===== config.mk =====
export PLATFORM = sky130hd
export DESIGN_NAME = clk_ce_gen
export DESIGN_NICKNAME = d
export VERILOG_FILES = /design/src/rtl/clk_ce_gen.sv
export SDC_FILE = /design/constraint.sdc
export NUM_CORES = 1
export LEC_CHECK = 0
export ABC_AREA = 1
export CORE_MARGIN = 1.5
export CORE_UTILIZATION = 46
export CTS_CLUSTER_SIZE = 40
export DETAILED_ROUTE_END_ITERATION = 8
export GPL_ROUTABILITY_DRIVEN = 0
export MAX_ROUTING_LAYER = met4
export PLACE_DENSITY = 0.69
export SKIP_CTS_REPAIR_TIMING = 1
export SYNTH_ARGS = -nofsm -noshare
export SYNTH_HDL_FRONTEND = slang
export SYNTH_SLANG_ARGS = --single-unit

===== constraint.sdc =====
create_clock -name clk -period 3.1 [get_ports clk]
set_clock_uncertainty 0.15 [all_clocks]
set_input_delay 0.62 -clock clk [delete_from_list [all_inputs] [get_ports clk]]
set_output_delay 0.62 -clock clk [all_outputs]
set_load 0.05 [all_outputs]

===== src/rtl/clk_ce_gen.sv =====
// clk_ce_gen: free-running divider, glitch-free multi-mode CPU clock and per-channel enable strobes
module clk_ce_gen #(
    parameter int CNT_W   = 32,
    parameter int SEL_W   = 5,
    parameter int NUM_CH  = 4,
    parameter int DEB_CYC = 16,
    parameter int STEP_HI = 2
) (
    input  logic                    clk,
    input  logic                    rst,
    input  logic [1:0]              mode,
    input  logic [SEL_W-1:0]        fast_sel,
    input  logic [SEL_W-1:0]        slow_sel,
    input  logic                    step_btn,
    input  logic [NUM_CH*SEL_W-1:0] ch_sel,
    output logic [CNT_W-1:0]        clkdiv,
    output logic                    cpu_clk,
    output logic                    cpu_ce,
    output logic [1:0]              act_mode,
    output logic [NUM_CH-1:0]       ch_ce
);
    typedef enum logic [1:0] {FAST, SLOW, STEP, HOLD} mode_e;
    localparam int DW = $clog2(DEB_CYC + 1);
    localparam int SW = $clog2(STEP_HI + 1);

    // Out-of-range taps fold onto the counter MSB
    function automatic logic [SEL_W-1:0] clamp(input logic [SEL_W-1:0] s);
        return (32'(s) >= CNT_W) ? SEL_W'(CNT_W - 1) : s;
    endfunction

    function automatic logic bit_at(input logic [CNT_W-1:0] v, input logic [SEL_W-1:0] t);
        return 1'(v >> t);
    endfunction

    function automatic logic src_of(input mode_e m, input logic [SEL_W-1:0] t,
                                    input logic [CNT_W-1:0] v, input logic sh);
        return (m == FAST || m == SLOW) ? bit_at(v, t) : (m == STEP) ? sh : 1'b0;
    endfunction

    logic [CNT_W-1:0] clkdiv_q;
    mode_e            act_mode_q, req_mode;
    logic [SEL_W-1:0] act_tap_q, req_tap;
    logic             cpu_clk_q, cpu_clk_d, cpu_ce_q;
    logic             req_diff, switch_ok, cur_src, new_src;
    logic             sync1_q, sync2_q, deb_q, deb_flip, step_rise, step_hi_q;
    logic [DW-1:0]    deb_cnt_q;
    logic [SW-1:0]    step_cnt_q;

    // Source selection and the glitch-free switch condition: only swap while both old output and new source are low
    always_comb begin
        req_mode  = mode_e'(mode);
        req_tap   = (req_mode == FAST) ? clamp(fast_sel) : (req_mode == SLOW) ? clamp(slow_sel) : '0;
        req_diff  = (req_mode != act_mode_q) || (req_tap != act_tap_q);
        new_src   = src_of(req_mode, req_tap, clkdiv_q, step_hi_q);
        cur_src   = src_of(act_mode_q, act_tap_q, clkdiv_q, step_hi_q);
        switch_ok = req_diff && !cpu_clk_q && !new_src;
        cpu_clk_d = switch_ok ? 1'b0 : cur_src;
        deb_flip  = (sync2_q != deb_q) && (deb_cnt_q == DW'(DEB_CYC - 1));
        step_rise = deb_flip && sync2_q && (act_mode_q == STEP) && !step_hi_q;
    end

    // Divider counter, CPU clock register and active source
    always_ff @(posedge clk or posedge rst) begin
        if (rst) begin
            clkdiv_q   <= '0;
            cpu_clk_q  <= 1'b0;
            cpu_ce_q   <= 1'b0;
            act_mode_q <= HOLD;
            act_tap_q  <= '0;
        end else begin
            clkdiv_q  <= clkdiv_q + CNT_W'(1);
            cpu_clk_q <= cpu_clk_d;
            cpu_ce_q  <= cpu_clk_d & ~cpu_clk_q;
            if (switch_ok) begin
                act_mode_q <= req_mode;
                act_tap_q  <= req_tap;
            end
        end
    end

    // Step button synchroniser, debouncer and fixed-width high phase
    always_ff @(posedge clk or posedge rst) begin
        if (rst) begin
            sync1_q    <= 1'b0;
            sync2_q    <= 1'b0;
            deb_q      <= 1'b0;
            deb_cnt_q  <= '0;
            step_hi_q  <= 1'b0;
            step_cnt_q <= '0;
        end else begin
            sync1_q   <= step_btn;
            sync2_q   <= sync1_q;
            deb_cnt_q <= (sync2_q == deb_q || deb_flip) ? '0 : deb_cnt_q + DW'(1);
            if (deb_flip)
                deb_q <= sync2_q;
            if (step_rise) begin
                step_hi_q  <= 1'b1;
                step_cnt_q <= '0;
            end else if (step_hi_q) begin
                step_cnt_q <= step_cnt_q + SW'(1);
                if (step_cnt_q == SW'(STEP_HI - 1))
                    step_hi_q <= 1'b0;
            end
        end
    end

    for (genvar c = 0; c < NUM_CH; c++) begin : g_ch
        logic [SEL_W-1:0] sel_req, sel_q;
        logic             tap, prev_q, ce_q;
        assign sel_req = clamp(ch_sel[c*SEL_W +: SEL_W]);
        assign tap     = bit_at(clkdiv_q, sel_req);
        // Rising-edge strobe; a tap change reloads prev and suppresses the strobe
        always_ff @(posedge clk or posedge rst) begin
            if (rst) begin
                sel_q  <= '0;
                prev_q <= 1'b0;
                ce_q   <= 1'b0;
            end else begin
                sel_q  <= sel_req;
                prev_q <= tap;
                ce_q   <= (sel_req == sel_q) & tap & ~prev_q;
            end
        end
        assign ch_ce[c] = ce_q;
    end

    assign clkdiv   = clkdiv_q;
    assign cpu_clk  = cpu_clk_q;
    assign cpu_ce   = cpu_ce_q;
    assign act_mode = act_mode_q;
endmodule


==> impl_metrics.tcl <==
set metrics [dict create \
    status "finished, final reports clean" \
    grt_usage 0.2956 \
    slew_headroom 0.3693 \
    required_ns 2.33 \
    die_w_microns 110.4 \
    wire_per_inst_microns 17.49 \
    cap_violations 0 \
    cpPeakStageDelay_ns 0.91 \
    cts_tree "done" \
    n_fill_cell 1093 \
    p_int_uw 2033 \
    min_period_ns 2.719 \
    dr.pass1.iters 6 \
    fin_ws_ns 0.3807 \
    synth_edf_count 0 \
    first_global_vias 5152 \
    power_leakage_uw 0.002868 \
    crit_path_cell_trace "clkdlybuf4s50_1" \
    yosysSeqAreaShare 0.3778 \
    drv_slew 0 \
    cts-root-buf "clkbuf_16" \
    register_area_sq_um 2004 \
    yosysMostFrequentCell "o21ai_0" \
    initial_core_util 0.4686 \
    avgSynthCellArea_sq_um 7.348 \
    die_y_microns 110.4 \
    comb_power_share 0.197 \
    areaGrowthSynthToFinish_pct 22.08 \
    htree_levels 3 \
    grt_overflow 0 \
    crit_arrival_ns 1.95 \
    critPathKind "reg2out" \
    drc 0 \
    hold-worst-slack_ns 0.2046 \
    io_buffers 74 \
    drive_gt1_frac 0.06853 \
    final_cells 931 \
    fin_nets 822 \
    cp-end-kind "output pin" \
    placed_cells 915 \
    wirelength_mm 16.29 \
    yosys.area.top_type_share 0.3679 \
    ios 75 \
    synth_nets 761 \
    critPathBufInv 1 \
    cts_buffers 9 \
    antenna_found_initial 0 \
    antennaDiodeCount 0 \
    power_frac_clock 0.393 \
    clock_sinks 80 \
    setup_viol 0 \
    fmax_mhz 367.7 \
    syn_inst 722 \
    totalNegativeSetupSlack_ns 0 \
    drt-initial-drc-count 512 \
    ys_ff_latch 80 \
    dp_slack_ns 0.1652 \
    crit_fanout 10 \
    power_density_nw_per_um2 446.5 \
    dominantRegCellSynth "dfrtp_1" \
    clk_latency_ns 0.35 \
    via_count 5372 \
    max_slew.worst_pin.slew_ns 0.9461 \
    seq_power_share 0.410 \
    clockBufferDepth 2 \
    min_path_type "reg2reg" \
    synthTopCellsByArea "dfrtp_1, o21ai_0, a21oi_1" \
    yosys.area.top_type "dfrtp_1" \
    ant_nets 0 \
    slowest_stage "clkdlybuf4s50_1" \
    ys_warn_count 0 \
    multi_input_area_sq_um 2784 \
    critPathLaunch "clkdiv[27]" \
    coreArea_sq_um 11320 \
    ys_types 37 \
    synth-async-reset-ratio 1.000 \
    rsz0062_at_grt "no" \
    switching_share 0.2971 \
    switching_power_uw 859.1 \
    hpwl_mm 11.54 \
    via_per_inst 5.770 \
    synth_area_sq_um 5305 \
    fin_util 0.5721 \
    worstReg2RegStart "clkdiv[0]" \
    hold_viol 0 \
    num_rows 39 \
    grt_start_max_net_pins 35 \
    dieArea_sq_um 12190 \
    cpLargestDelayFamily "buffers and inverters" \
    ir_drop_uv 332.1 \
    timing.final.crit_share 0.8772 \
    clk_pin_slew_worst_paths_ns 0.06 \
    hp-start "sync1_q" \
    synthTopCellsByCount "o21ai_0, nand2_1, a21oi_1" \
    grt_pass1_wl_mm 26.30 \
    cp-start-kind "flip-flop" \
]
power groups by stage:
stage / combinational (uW) / sequential (uW) / clock [uW]
floorplan: 388 / 1200 / 0
global route: 644 / 1190 / 1180
global placement: 548 / 1200 / 0
CTS: 565 / 1180 / 1150
finish: 569 / 1190 / 1140
detailed placement: 562 / 1200 / 0
routing by layer:
metal,vias to the layer above,part of all wire,global-route usage
met3,59,0.095,0.06937
li1,2566,-,-
met1,2471,0.42,0.3827
met5,-,0,-
met4,0,0.044,0.1429
met2,276,0.44,0.4352
area by class of cell:
class	count	area share
multi-input combinational	516	0.4299
sequential	80	0.3095
timing repair buffer	88	0.1325
inverter	88	0.05120
clock buffer	14	0.04386
tap	143	0.02763
clock inverter	2	0.005410
final timing paths:
path	to	slack, ns	depth (start not counted)
worst max-delay path	clkdiv[27]	0.38	1
min in group asynchronous	clkdiv[27]	0.48	2
worst min-delay path	sync2_q	0.20	0
worst max register to register	clkdiv[30]	0.60	10
worst min register to register	sync2_q	0.20	0
max in group asynchronous	act_mode[1]	1.62	3
worst reg2reg max path, cell delays in order, from the launching register on:
cell	delay, ns
dfrtp_1	0.61
ha_1	0.27
nand3_1	0.15
nor3_2	0.21
nand2_1	0.15
nor2_2	0.22
inv_1	0.12
nor2_2	0.13
nand4_1	0.14
nor2_1	0.14
xor2_1	0.15
flip-flops by register name, indices dropped and copies added (netlist names):
signal       cells
g_ch.ce_q        4
cpu_ce           1
step_hi_q        1
cpu_clk          1
step_cnt_q       2
clkdiv          32
deb_cnt_q        5
g_ch.sel_q      20
sync2_q          1
act_tap_q        5
g_ch.prev_q      4
act_mode         2
deb_q            1
sync1_q          1
stage by stage:
| step | cell area [sq um] | total power [uW] |
|---|---|---|
| finish | 6476 | 2892 |
| global route | 6476 | 3022 |
| CTS | 6476 | 2898 |
| detailed placement | 6157 | 1765 |
| global placement | 6157 | 1747 |
| floorplan | 5305 | 1585 |
cell families (layout without fill, tap and decap cells):
kind of cell,count (synthesis),in the layout,synth area share
flops,80,80,0.3778
compound gates,219,219,0.2165
simple gates,248,248,0.2245
fa+ha+maj,4,4,0.009434
xor+xnor,45,45,0.07429
buf+inv,126,192,0.09740
layout by cell type (no fill, tap or decap), types with 2 or more instances in the layout:
cell type,n
xor2_1,36
nor2_1,30
clkbuf_16,9
a21oi_1,92
nor4_1,4
inv_1,84
o211ai_1,11
ha_1,4
clkbuf_8,4
nand2_2,4
inv_2,2
nor2_2,5
nor3_1,9
o22ai_1,5
xnor2_1,9
o21a_1,2
clkinv_2,2
nor3b_1,2
o21ai_1,3
clkdlybuf4s50_1,74
nand3_1,83
o21ai_0,101
nand2_4,2
a211oi_1,3
nand2_1,93
dfstp_2,2
nand3_4,2
nand4_1,7
nand3_2,2
buf_4,13
nor3_2,2
dfrtp_1,78
(Power assumes the default switching activity.)
